`src/rtl/tx_pkt_pkg.sv`:
```
// Shared definitions for the segment packetizer: FSM state encoding,
// Ethernet framing lengths and the CRC-32 constants and byte step.
package tx_pkt_pkg;

   typedef enum logic [2:0] {
      IDLE,
      PREAMBLE,
      HEADER,
      PAYLOAD,
      FCS,
      IFG
   } state_e;

   localparam int PREAMBLE_LEN = 8;
   localparam int ETH_HDR_LEN  = 18;
   localparam int FCS_LEN      = 4;

   localparam logic [7:0]  PREAMBLE_BYTE = 8'h55;
   localparam logic [7:0]  SFD           = 8'hD5;
   localparam logic [31:0] CRC_POLY      = 32'hEDB88320;
   localparam logic [31:0] CRC_INIT      = 32'hFFFFFFFF;
   localparam logic [31:0] CRC_RESIDUE   = 32'hDEBB20E3;

   // One byte through the reflected CRC-32, LSB of the byte first.
   function automatic logic [31:0] crc32_step(input logic [31:0] crc,
                                              input logic [7:0]  data);
      logic [31:0] c;
      c = crc ^ {24'h0, data};
      for (int i = 0; i < 8; i++) begin
         c = c[0] ? ((c >> 1) ^ CRC_POLY) : (c >> 1);
      end
      return c;
   endfunction

endpackage

```
`src/rtl/tx_segment_packetizer_crc32_d8.sv`:
```
// Byte-wide combinational CRC-32 next-state; the running value is held
// in a register in the parent.
module crc32_d8
   import tx_pkt_pkg::*;
(
   input  logic [31:0] crc_i,
   input  logic [7:0]  data_i,
   output logic [31:0] crc_o
);

   // Advance the CRC by one byte.
   always_comb begin
      crc_o = crc32_step(crc_i, data_i);
   end

endmodule

```
`src/rtl/tx_segment_packetizer.sv`:
```
// Frames one buffered video segment as a raw Ethernet packet on a GMII
// byte bus and repeats it `redundancy` times, tagging each copy with
// txid, copy index and segment number.
// Optional feature macro: TXPKT_FCS_EN (CRC-32 engine and FCS state).
// Without it, frames end after the payload and a later MAC appends FCS.
module tx_segment_packetizer
   import tx_pkt_pkg::*;
#(
   parameter int          PAYLOAD_LEN = 1000,
   parameter logic [47:0] DST_MAC     = 48'hFFFFFFFFFFFF,
   parameter logic [47:0] SRC_MAC     = 48'h000A35000001,
   parameter logic [15:0] ETHERTYPE   = 16'h88B5,
   parameter int          IFG_LEN     = 12
) (
   input  logic        clk125MHz,
   input  logic        rstn,
   input  logic        start,
   input  logic [7:0]  txid,
   input  logic [15:0] segment_num,
   input  logic [7:0]  redundancy,
   output logic [12:0] bram_addr,
   output logic        bram_en,
   input  logic [7:0]  bram_dout,
   output logic [7:0]  txd,
   output logic        txen,
   output logic        busy,
   output logic        done
);

   localparam logic [12:0] PRE_LAST = 13'(PREAMBLE_LEN - 1);
   localparam logic [12:0] HDR_LAST = 13'(ETH_HDR_LEN - 1);
   localparam logic [12:0] PAY_LAST = 13'(PAYLOAD_LEN - 1);
   localparam logic [12:0] IFG_LAST = 13'(IFG_LEN - 1);
`ifdef TXPKT_FCS_EN
   localparam logic [12:0] FCS_LAST = 13'(FCS_LEN - 1);
`endif

   state_e      state_q, state_d;
   logic [12:0] cnt_q, cnt_d;
   logic [7:0]  copy_q, copy_d;
   logic [7:0]  ncopy_q, ncopy_d;
   logic [7:0]  txid_q, txid_d;
   logic [15:0] seg_q, seg_d;
   logic        done_q, done_d;
   logic [7:0]  hdr_byte;

`ifdef TXPKT_FCS_EN
   logic [31:0] crc_q;
   logic [31:0] crc_next;

   crc32_d8 u_crc (
      .crc_i  (crc_q),
      .data_i (txd),
      .crc_o  (crc_next)
   );

   // Running CRC: seeded during the preamble, folds in every header and payload byte.
   always_ff @(posedge clk125MHz or negedge rstn) begin
      if (!rstn) begin
         crc_q <= '0;
      end else if (state_q == PREAMBLE) begin
         crc_q <= CRC_INIT;
      end else if (state_q == HEADER || state_q == PAYLOAD) begin
         crc_q <= crc_next;
      end
   end
`endif

   // State register together with the byte/copy counters and latched transfer fields.
   always_ff @(posedge clk125MHz or negedge rstn) begin
      if (!rstn) begin
         state_q <= IDLE;
         cnt_q   <= '0;
         copy_q  <= '0;
         ncopy_q <= '0;
         txid_q  <= '0;
         seg_q   <= '0;
         done_q  <= 1'b0;
      end else begin
         state_q <= state_d;
         cnt_q   <= cnt_d;
         copy_q  <= copy_d;
         ncopy_q <= ncopy_d;
         txid_q  <= txid_d;
         seg_q   <= seg_d;
         done_q  <= done_d;
      end
   end

   // Next-state logic: each framing phase lasts a fixed number of bytes, counted by cnt.
   always_comb begin
      state_d = state_q;
      cnt_d   = cnt_q + 13'd1;
      copy_d  = copy_q;
      ncopy_d = ncopy_q;
      txid_d  = txid_q;
      seg_d   = seg_q;
      done_d  = 1'b0;
      case (state_q)
         IDLE: begin
            cnt_d = '0;
            if (start) begin
               txid_d  = txid;
               seg_d   = segment_num;
               ncopy_d = (redundancy == 8'd0) ? 8'd1 : redundancy;
               copy_d  = '0;
               state_d = PREAMBLE;
            end
         end
         PREAMBLE: begin
            if (cnt_q == PRE_LAST) begin
               cnt_d   = '0;
               state_d = HEADER;
            end
         end
         HEADER: begin
            if (cnt_q == HDR_LAST) begin
               cnt_d   = '0;
               state_d = PAYLOAD;
            end
         end
         PAYLOAD: begin
            if (cnt_q == PAY_LAST) begin
               cnt_d   = '0;
`ifdef TXPKT_FCS_EN
               state_d = FCS;
`else
               state_d = IFG;
`endif
            end
         end
`ifdef TXPKT_FCS_EN
         FCS: begin
            if (cnt_q == FCS_LAST) begin
               cnt_d   = '0;
               state_d = IFG;
            end
         end
`endif
         IFG: begin
            if (cnt_q == IFG_LAST) begin
               cnt_d = '0;
               if (copy_q == ncopy_q - 8'd1) begin
                  state_d = IDLE;
                  done_d  = 1'b1;
               end else begin
                  copy_d  = copy_q + 8'd1;
                  state_d = PREAMBLE;
               end
            end
         end
         default: begin
            cnt_d   = '0;
            state_d = IDLE;
         end
      endcase
   end

   // Header byte selected by position: DST, SRC, ethertype, then the redundancy tag.
   always_comb begin
      hdr_byte = 8'h00;
      case (cnt_q)
         13'd0:   hdr_byte = DST_MAC[47:40];
         13'd1:   hdr_byte = DST_MAC[39:32];
         13'd2:   hdr_byte = DST_MAC[31:24];
         13'd3:   hdr_byte = DST_MAC[23:16];
         13'd4:   hdr_byte = DST_MAC[15:8];
         13'd5:   hdr_byte = DST_MAC[7:0];
         13'd6:   hdr_byte = SRC_MAC[47:40];
         13'd7:   hdr_byte = SRC_MAC[39:32];
         13'd8:   hdr_byte = SRC_MAC[31:24];
         13'd9:   hdr_byte = SRC_MAC[23:16];
         13'd10:  hdr_byte = SRC_MAC[15:8];
         13'd11:  hdr_byte = SRC_MAC[7:0];
         13'd12:  hdr_byte = ETHERTYPE[15:8];
         13'd13:  hdr_byte = ETHERTYPE[7:0];
         13'd14:  hdr_byte = txid_q;
         13'd15:  hdr_byte = copy_q;
         13'd16:  hdr_byte = seg_q[15:8];
         13'd17:  hdr_byte = seg_q[7:0];
         default: hdr_byte = 8'h00;
      endcase
   end

   // Outputs decoded from state; BRAM is read one byte ahead so payload bytes arrive back to back.
   always_comb begin
      txd       = 8'h00;
      txen      = 1'b0;
      bram_en   = 1'b0;
      bram_addr = '0;
      busy      = (state_q != IDLE);
      done      = done_q;
      case (state_q)
         PREAMBLE: begin
            txen = 1'b1;
            txd  = (cnt_q == PRE_LAST) ? SFD : PREAMBLE_BYTE;
         end
         HEADER: begin
            txen    = 1'b1;
            txd     = hdr_byte;
            bram_en = (cnt_q == HDR_LAST);
         end
         PAYLOAD: begin
            txen = 1'b1;
            txd  = bram_dout;
            if (cnt_q < PAY_LAST) begin
               bram_en   = 1'b1;
               bram_addr = cnt_q + 13'd1;
            end
         end
`ifdef TXPKT_FCS_EN
         FCS: begin
            txen = 1'b1;
            case (cnt_q[1:0])
               2'd0:    txd = ~crc_q[7:0];
               2'd1:    txd = ~crc_q[15:8];
               2'd2:    txd = ~crc_q[23:16];
               default: txd = ~crc_q[31:24];
            endcase
         end
`endif
         default: begin
            txen = 1'b0;
         end
      endcase
   end

endmodule

```
`config.mk`:
```
export PLATFORM = sky130hd
export DESIGN_NAME = tx_segment_packetizer
export DESIGN_NICKNAME = d
export VERILOG_FILES = /design/src/rtl/tx_pkt_pkg.sv /design/src/rtl/tx_segment_packetizer_crc32_d8.sv /design/src/rtl/tx_segment_packetizer.sv
export SDC_FILE = /design/constraint.sdc
export NUM_CORES = 1
export LEC_CHECK = 0
export ABC_AREA = 1
export BUFFER_PORTS_ARGS = -buffer_cell sky130_fd_sc_hd__buf_4
export CAP_MARGIN = 20
export CORE_MARGIN = 4
export CORE_UTILIZATION = 45
export CTS_BUF_LIST = sky130_fd_sc_hd__clkbuf_4
export DETAILED_ROUTE_END_ITERATION = 10
export PLACE_DENSITY = 0.67
export SYNTH_ARGS = -nofsm -noshare
export SYNTH_HDL_FRONTEND = slang
export SYNTH_HIERARCHICAL = 1
export SYNTH_SLANG_ARGS = --single-unit
export TNS_END_PERCENT = 1
```
`constraint.sdc`:
```
create_clock -name clk125MHz -period 3.11 [get_ports clk125MHz]
set_clock_uncertainty 0.15 [all_clocks]
set_input_delay 0.7775 -clock clk125MHz [delete_from_list [all_inputs] [get_ports clk125MHz]]
set_output_delay 0.7775 -clock clk125MHz [all_outputs]
set_load 0.02 [all_outputs]
```
==> flow_summary_export.csv, run 1 <==
group,metric,value,unit
clock_tree,ctsHtreeMaxLevel,3,
sta,setup_tns,-128,ps
die,dieArea,10100,um2
setup_path,crit_type,"reg2out",
finish,final_cell_mix,"nand2_1 (115), buf_4 (68), nor2_1 (59), nand3_1 (59), dfrtp_1 (53)",
power_and_ir_drop,peakVddDrop,391,uV
die,fp.dieW,100,um
clock_tree,clock_latency,420,ps
finish,fin_nets,632,
setup_path,cp_top_family,"simple AND/OR/NAND/NOR gates",
placement,place_area,4400,um2
power_and_ir_drop,share_comb_of_total_power,0.531,
power_and_ir_drop,power,0.00393,W
placement,place_inst,668,
worst_hold_path,hold_path_class,"in2async",
setup_path,crit_fanout,8,
sta,hold_viol_final,0,
die,fp.dieH,100,um
power_and_ir_drop,switchingPower,0.00177,W
placement,dpl.hpwl,7330,um
sta,worst_slack,-49.8,ps
finish,num-fill-cells,766,
routing,drt_pre_antenna_iters,5,
power_and_ir_drop,p_sw_frac,0.450,
global_routing,grt-ovfl-total,0,
clock_tree,cts_tree,"built",
sta,slew_headroom,0.518,
sta,setup_viol,6,
clock_tree,cts-root-buf,"clkbuf_4",
placement,place_congestion,0.946,
power_and_ir_drop,p_clk_frac,0.162,
routing,wirelength,9870,um
sta,slew_viol_final,0,
power_and_ir_drop,p_int,0.00216,W
global_routing,grtUsageTotal,0.207,
finish,design_area,4790,um2
routing,first_iter_violations,163,
setup_path,slowest_stage,"dfrtp_1",
yosys,ys_types,36,
sta,rsz0062_at_grt,"yes",
yosys,synth-seq-area-share,0.372,
die,core_area,8260,um2
routing,final_antenna_net_count,0,
routing,vias,3624,
setup_path,arrival,2230,ps
global_routing,grt_pass1_vias,3635,
finish,layout.cells.non_filler,693,
sta,post-route-period-util,1.02,
clock_tree,clock-sinks,57,
yosys,synth-warning-count,6,
die,initial_core_util,0.464,
sta,fmax,316,MHz
setup_path,worstSetupEndpointType,"output port",
run,drv_cap,0,
clock_tree,cts_buffers,9,
setup_path,path_cells,"inv_2, nand2_4, nor2_4, nand3_4, nor2_4, buf_12, nand2_8, o21ai_1, nor2_1, nand2_1, nand3_1, nand2_1, buf_4",
setup_path,cp.buffers_inverters,3,
placement,io_buffer_count,64,
finish,mostFrequentLayoutCell,"nand2_1",
routing,drc,0,
die,ios,68,
setup_path,critPathLaunchType,"register",
global_routing,grt_pass1_wl,16600,um
status,status,"complete, but fails checks",
global_routing,antenna_found_initial,0,
yosys,syn_area_per_cell,7.58,um2
finish,drive_gt1_frac,0.321,
yosys,synth-seq-cells,57,
sta,finalCriticalPeriod,3160,ps
power_and_ir_drop,leakagePower,2.36,nW
setup_path,max_stage_delay,410,ps
power_and_ir_drop,p_per_area,819,nW/um2
status,failed_checks,"negative setup slack",
routing,avgViaCountPerCell,5.23,
yosys,synth_area,3830,um2
power_and_ir_drop,pwr-share-seq,0.306,
setup_path,crit_required,2180,ps
finish,diodes,0,
clock_tree,clockBufferDepth,2,
clock_tree,clkTransAtPathRegs,110,ps
routing,drt-wirelength-per-cell,14.2,um
global_routing,grt_max_degree,58,
die,rows,33,
sta,tightest_slew,723,ps
yosys,postSynthCellCount,506,
finish,syn_to_final_growth,25.0,%
[repair_timing]
action,4_1_cts,5_1_grt
pin swaps,12,7
cloned,1,0
hold buffers,0,0
endpoints found under the setup margin,9,19
buffers inserted,8,0
resized for setup,20,18
[routing by layer]
metal	global-route usage	vias up	wire (um)
met5	0	-	0
met3	0.0410	26	539
met4	0.0777	0	216
li1	-	1786	-
met2	0.357	108	5010
met1	0.256	1704	4100
[worst paths after layout]
path                            from        end  slack (ps)  cells past startpoint
hold reg to reg            seg_q[15]  seg_q[15]         370                      1
min in group clk125MHz     seg_q[15]  seg_q[15]         370                      1
setup reg to reg            cnt_q[9]  cnt_q[11]         990                      9
hold / removal                  rstn   cnt_q[6]         240                      1
setup / recovery           cnt_q[12]     txd[2]         -50                     13
max in group asynchronous       rstn   cnt_q[2]        2060                      1
[layout make-up]
cell class / instances / area, um2 / share of cell area
clock buffers: 9 / 67.6 / 0.0141
multi-input cells: 380 / 2220 / 0.463
repair buffers: 76 / 627 / 0.131
flip-flops and latches: 57 / 1430 / 0.299
well taps: 105 / 131 / 0.0274
clock inverters: 7 / 93.8 / 0.0196
inverters: 59 / 224 / 0.0467
[worst reg2reg max path, delay by kind of cell, from the launching register on]
| kind | cells | cell delay [ps] |
|---|---|---|
| AND/OR/NAND/NOR | 7 | 1130 |
| flip-flops | 1 | 420 |
| buffers and inverters | 2 | 310 |
[metrics by stage]
step                utilization  hold WS (ps)  worst slack [ps]
floorplan                     -           325               587
detailed placement        0.533           349               267
finish                    0.580           239             -49.8
CTS                       0.574           274             -17.0
global route              0.580           300              -164
global placement          0.533           343               329
[synthesized netlist by cell type, drive strengths merged]
cell type,number,share of area
nand2,129,0.14
nor2,79,0.099
nand3,70,0.099
inv,58,0.057
dfrtp,57,0.37
mux2,24,0.070
o21ai,19,0.025
xor2,13,0.030
buf,12,0.021
nand4,10,0.016
a21oi,9,0.013
nor3,7,0.018
ha,6,0.020
nor3b,2,0.0039
o211ai,2,0.0039
and3,1,0.0016
clkbuf,1,0.00098
clkinv,1,0.00098
conb,1,0.00098
nor4,1,0.0016
o2111ai,1,0.0023
o31ai,1,0.0020
or2,1,0.0016
xnor2,1,0.0023
[logic make-up (layout without fill, tap and decap cells)]
family,Yosys count,in the layout,synth area share
AO/OA/AOI/OAI,32,32,0.0457
XOR/XNOR,14,14,0.0320
adder cells (fa/ha/maj),6,6,0.0196
buffers and inverters,72,151,0.0806
flip-flops,57,57,0.372
multiplexers,24,24,0.0705
other,1,3,0.000978
AND/OR/NAND/NOR,300,301,0.379
[flip-flops by register name (all words and copies together) (netlist names)]
name,count
seg_q,16
txid_q,8
state_q,3
copy_q,8
done,1
ncopy_q,8
cnt_q,13
[power groups by stage]
stage          Combinational, W  Sequential [W]  Clock (W)
4_1_cts                 0.00204         0.00120   0.000657
3_5_place_dp            0.00197         0.00121          0
5_1_grt                 0.00233         0.00123   0.000686
6_report                0.00209         0.00120   0.000637
2_1_floorplan           0.00147         0.00114          0
3_3_place_gp            0.00192         0.00121          0
(Power assumes the default switching activity.)
==> run 2: changes to the inputs <==
--- a/config.mk
+++ b/config.mk
@@ -12,7 +12,10 @@
 export CORE_UTILIZATION = 45
 export CTS_BUF_LIST = sky130_fd_sc_hd__clkbuf_4
 export DETAILED_ROUTE_END_ITERATION = 10
+export GPL_TIMING_DRIVEN = 1
+export MAX_ROUTING_LAYER = met4
 export PLACE_DENSITY = 0.67
+export SETUP_SLACK_MARGIN = 0.15
 export SYNTH_ARGS = -nofsm -noshare
 export SYNTH_HDL_FRONTEND = slang
 export SYNTH_HIERARCHICAL = 1
==> run 2 against run 1 <==
Effect of this change: the run still ends with negative setup slack left; total power is 0.37% higher; sequential cell count stayed put; setup slack hardly changed; clock power is 0.6% lower; sequential power hardly changed; via count is 0.28% higher; largest power group unchanged.
==> flow_summary_export.csv, run 2 (synthesis gave the netlist of run 1 again) <==
group,metric,value,unit
status,failed_checks,"negative setup slack",
placement,dpl.hpwl,7330,um
clock_tree,ctsHtreeMaxLevel,3,
sta,fmax,317,MHz
clock_tree,cts-root-buf,"clkbuf_4",
placement,place_congestion,0.964,
finish,design_area,4810,um2
routing,avgViaCountPerCell,5.22,
global_routing,grtUsageTotal,0.214,
sta,slew_headroom,0.521,
clock_tree,cts_hold_buf,0,
routing,drc,0,
power_and_ir_drop,peakVddDrop,391,uV
placement,place_area,4400,um2
die,ios,68,
setup_path,crit_type,"reg2out",
power_and_ir_drop,p_per_area,818,nW/um2
global_routing,grt-ovfl-total,0,
finish,diodes,0,
clock_tree,clock_latency,410,ps
finish,syn_to_final_growth,25.6,%
routing,first_iter_violations,158,
status,status,"complete, but fails checks",
global_routing,grt_pass1_wl,16700,um
finish,fin_nets,635,
run,drv_cap,0,
clock_tree,clkTransAtPathRegs,110,ps
routing,drt_pre_antenna_iters,5,
finish,regMostFlops,"seg_q",
placement,io_buffer_count,64,
die,core_area,8260,um2
finish,final_cell_mix,"nand2_1 (116), buf_4 (70), nor2_1 (61)",
setup_path,crit_fanout,8,
setup_path,slowest_stage,"dfrtp_1",
finish,final_util,0.583,
global_routing,grt_pass1_vias,3666,
sta,rsz0062_at_grt,"yes",
finish,multi_input_area,2210,um2
die,rows,33,
sta,tightest_slew,719,ps
finish,num-fill-cells,763,
finish,layout.cells.non_filler,696,
power_and_ir_drop,power,0.00394,W
routing,vias,3634,
setup_path,r2r_cells,8,
power_and_ir_drop,leakagePower,2.38,nW
clock_tree,clock-sinks,57,
sta,finalCriticalPeriod,3160,ps
routing,final_antenna_net_count,0,
sta,slew_viol_final,0,
clock_tree,cts_tree,"built",
sta,setup_viol,6,
die,fp.dieW,100,um
die,initial_core_util,0.464,
die,fp.dieH,100,um
setup_path,max_stage_delay,400,ps
placement,place_inst,668,
placement,dp_slack,267,ps
global_routing,antenna_found_initial,0,
sta,post-route-period-util,1.02,
global_routing,grt_max_degree,58,
routing,wirelength,9920,um
routing,drt-wirelength-per-cell,14.3,um
clock_tree,clockBufferDepth,2,
setup_path,arrival,2230,ps
finish,drive_gt1_frac,0.320,
finish,regArea,1430,um2
finish,largest_reg_flops,16,
setup_path,critPathLaunchType,"register",
setup_path,worstSetupEndpointType,"output port",
setup_path,path_cells,"inv_2, nand2_4, nor2_4, nand3_4, nor2_4, buf_12, nand2_8, o21ai_1, nor2_1, nand2_1, nand3_1, nand2_1, buf_6",
setup_path,crit_required,2180,ps
die,dieArea,10100,um2
finish,mostFrequentLayoutCell,"nand2_1",
finish,largestRegisters,"seg_q (16), cnt_q (13)",
clock_tree,cts_buffers,9,
sta,worst_slack,-49.5,ps
sta,hold_viol_final,0,
worst_hold_path,hold_path_class,"in2async",
-- run 2: per-layer routing --
metal / routed length, um / global-route usage
met1: 4110 / 0.255
met2: 5040 / 0.359
met4: 242 / 0.0808
met5: 0 / -
met3: 528 / 0.0417
-- run 2: layout make-up --
type                            instances  share of cell area
Sequential cell                        57               0.297
Timing Repair Buffer                   79               0.136
Clock inverter                          7              0.0195
Tap cell                              105              0.0273
Clock buffer                            9              0.0140
Inverter                               59              0.0465
Multi-Input combinational cell        380               0.460
-- run 2: what timing repair did --
| item | in CTS | in global routing |
|---|---|---|
| gates cloned | 1 | 0 |
| buffers inserted | 11 | 0 |
| gates resized for setup | 19 | 19 |
| pin swaps | 13 | 10 |
| setup endpoints to repair | 19 | 19 |
-- run 2: final timing paths --
check | endpoint | slack, ps | start
hold reg to reg | seg_q[15] | 370 | seg_q[15]
hold / removal | cnt_q[6] | 250 | rstn
max in group asynchronous | cnt_q[2] | 2040 | rstn
setup reg to reg | copy_q[2] | 990 | cnt_q[0]
setup / recovery | txd[2] | -50 | cnt_q[12]
min in group clk125MHz | seg_q[15] | 370 | seg_q[15]
-- run 2: power breakdown --
part	switching [W]	total [W]	internal, W	leakage, nW
combinational	0.00125	0.00210	0.000850	1.59
clock	0.000308	0.000633	0.000325	0.0823
sequential	0.000205	0.00120	0.000997	0.712
total	0.00177	0.00394	0.00217	2.38
-- run 2: worst max-delay path: cells and delay by family, from the launching register on --
family	cells	cell delay, ps
compound gates	1	130
flops	1	400
simple gates	9	920
buf+inv	3	350
-- run 2: metrics by stage --
step | TNS, ps | hold slack, ps
floorplan | 0 | 325
global placement | 0 | 343
detailed placement | 0 | 349
CTS | -60.9 | 274
global route | -1440 | 295
finish | -124 | 255
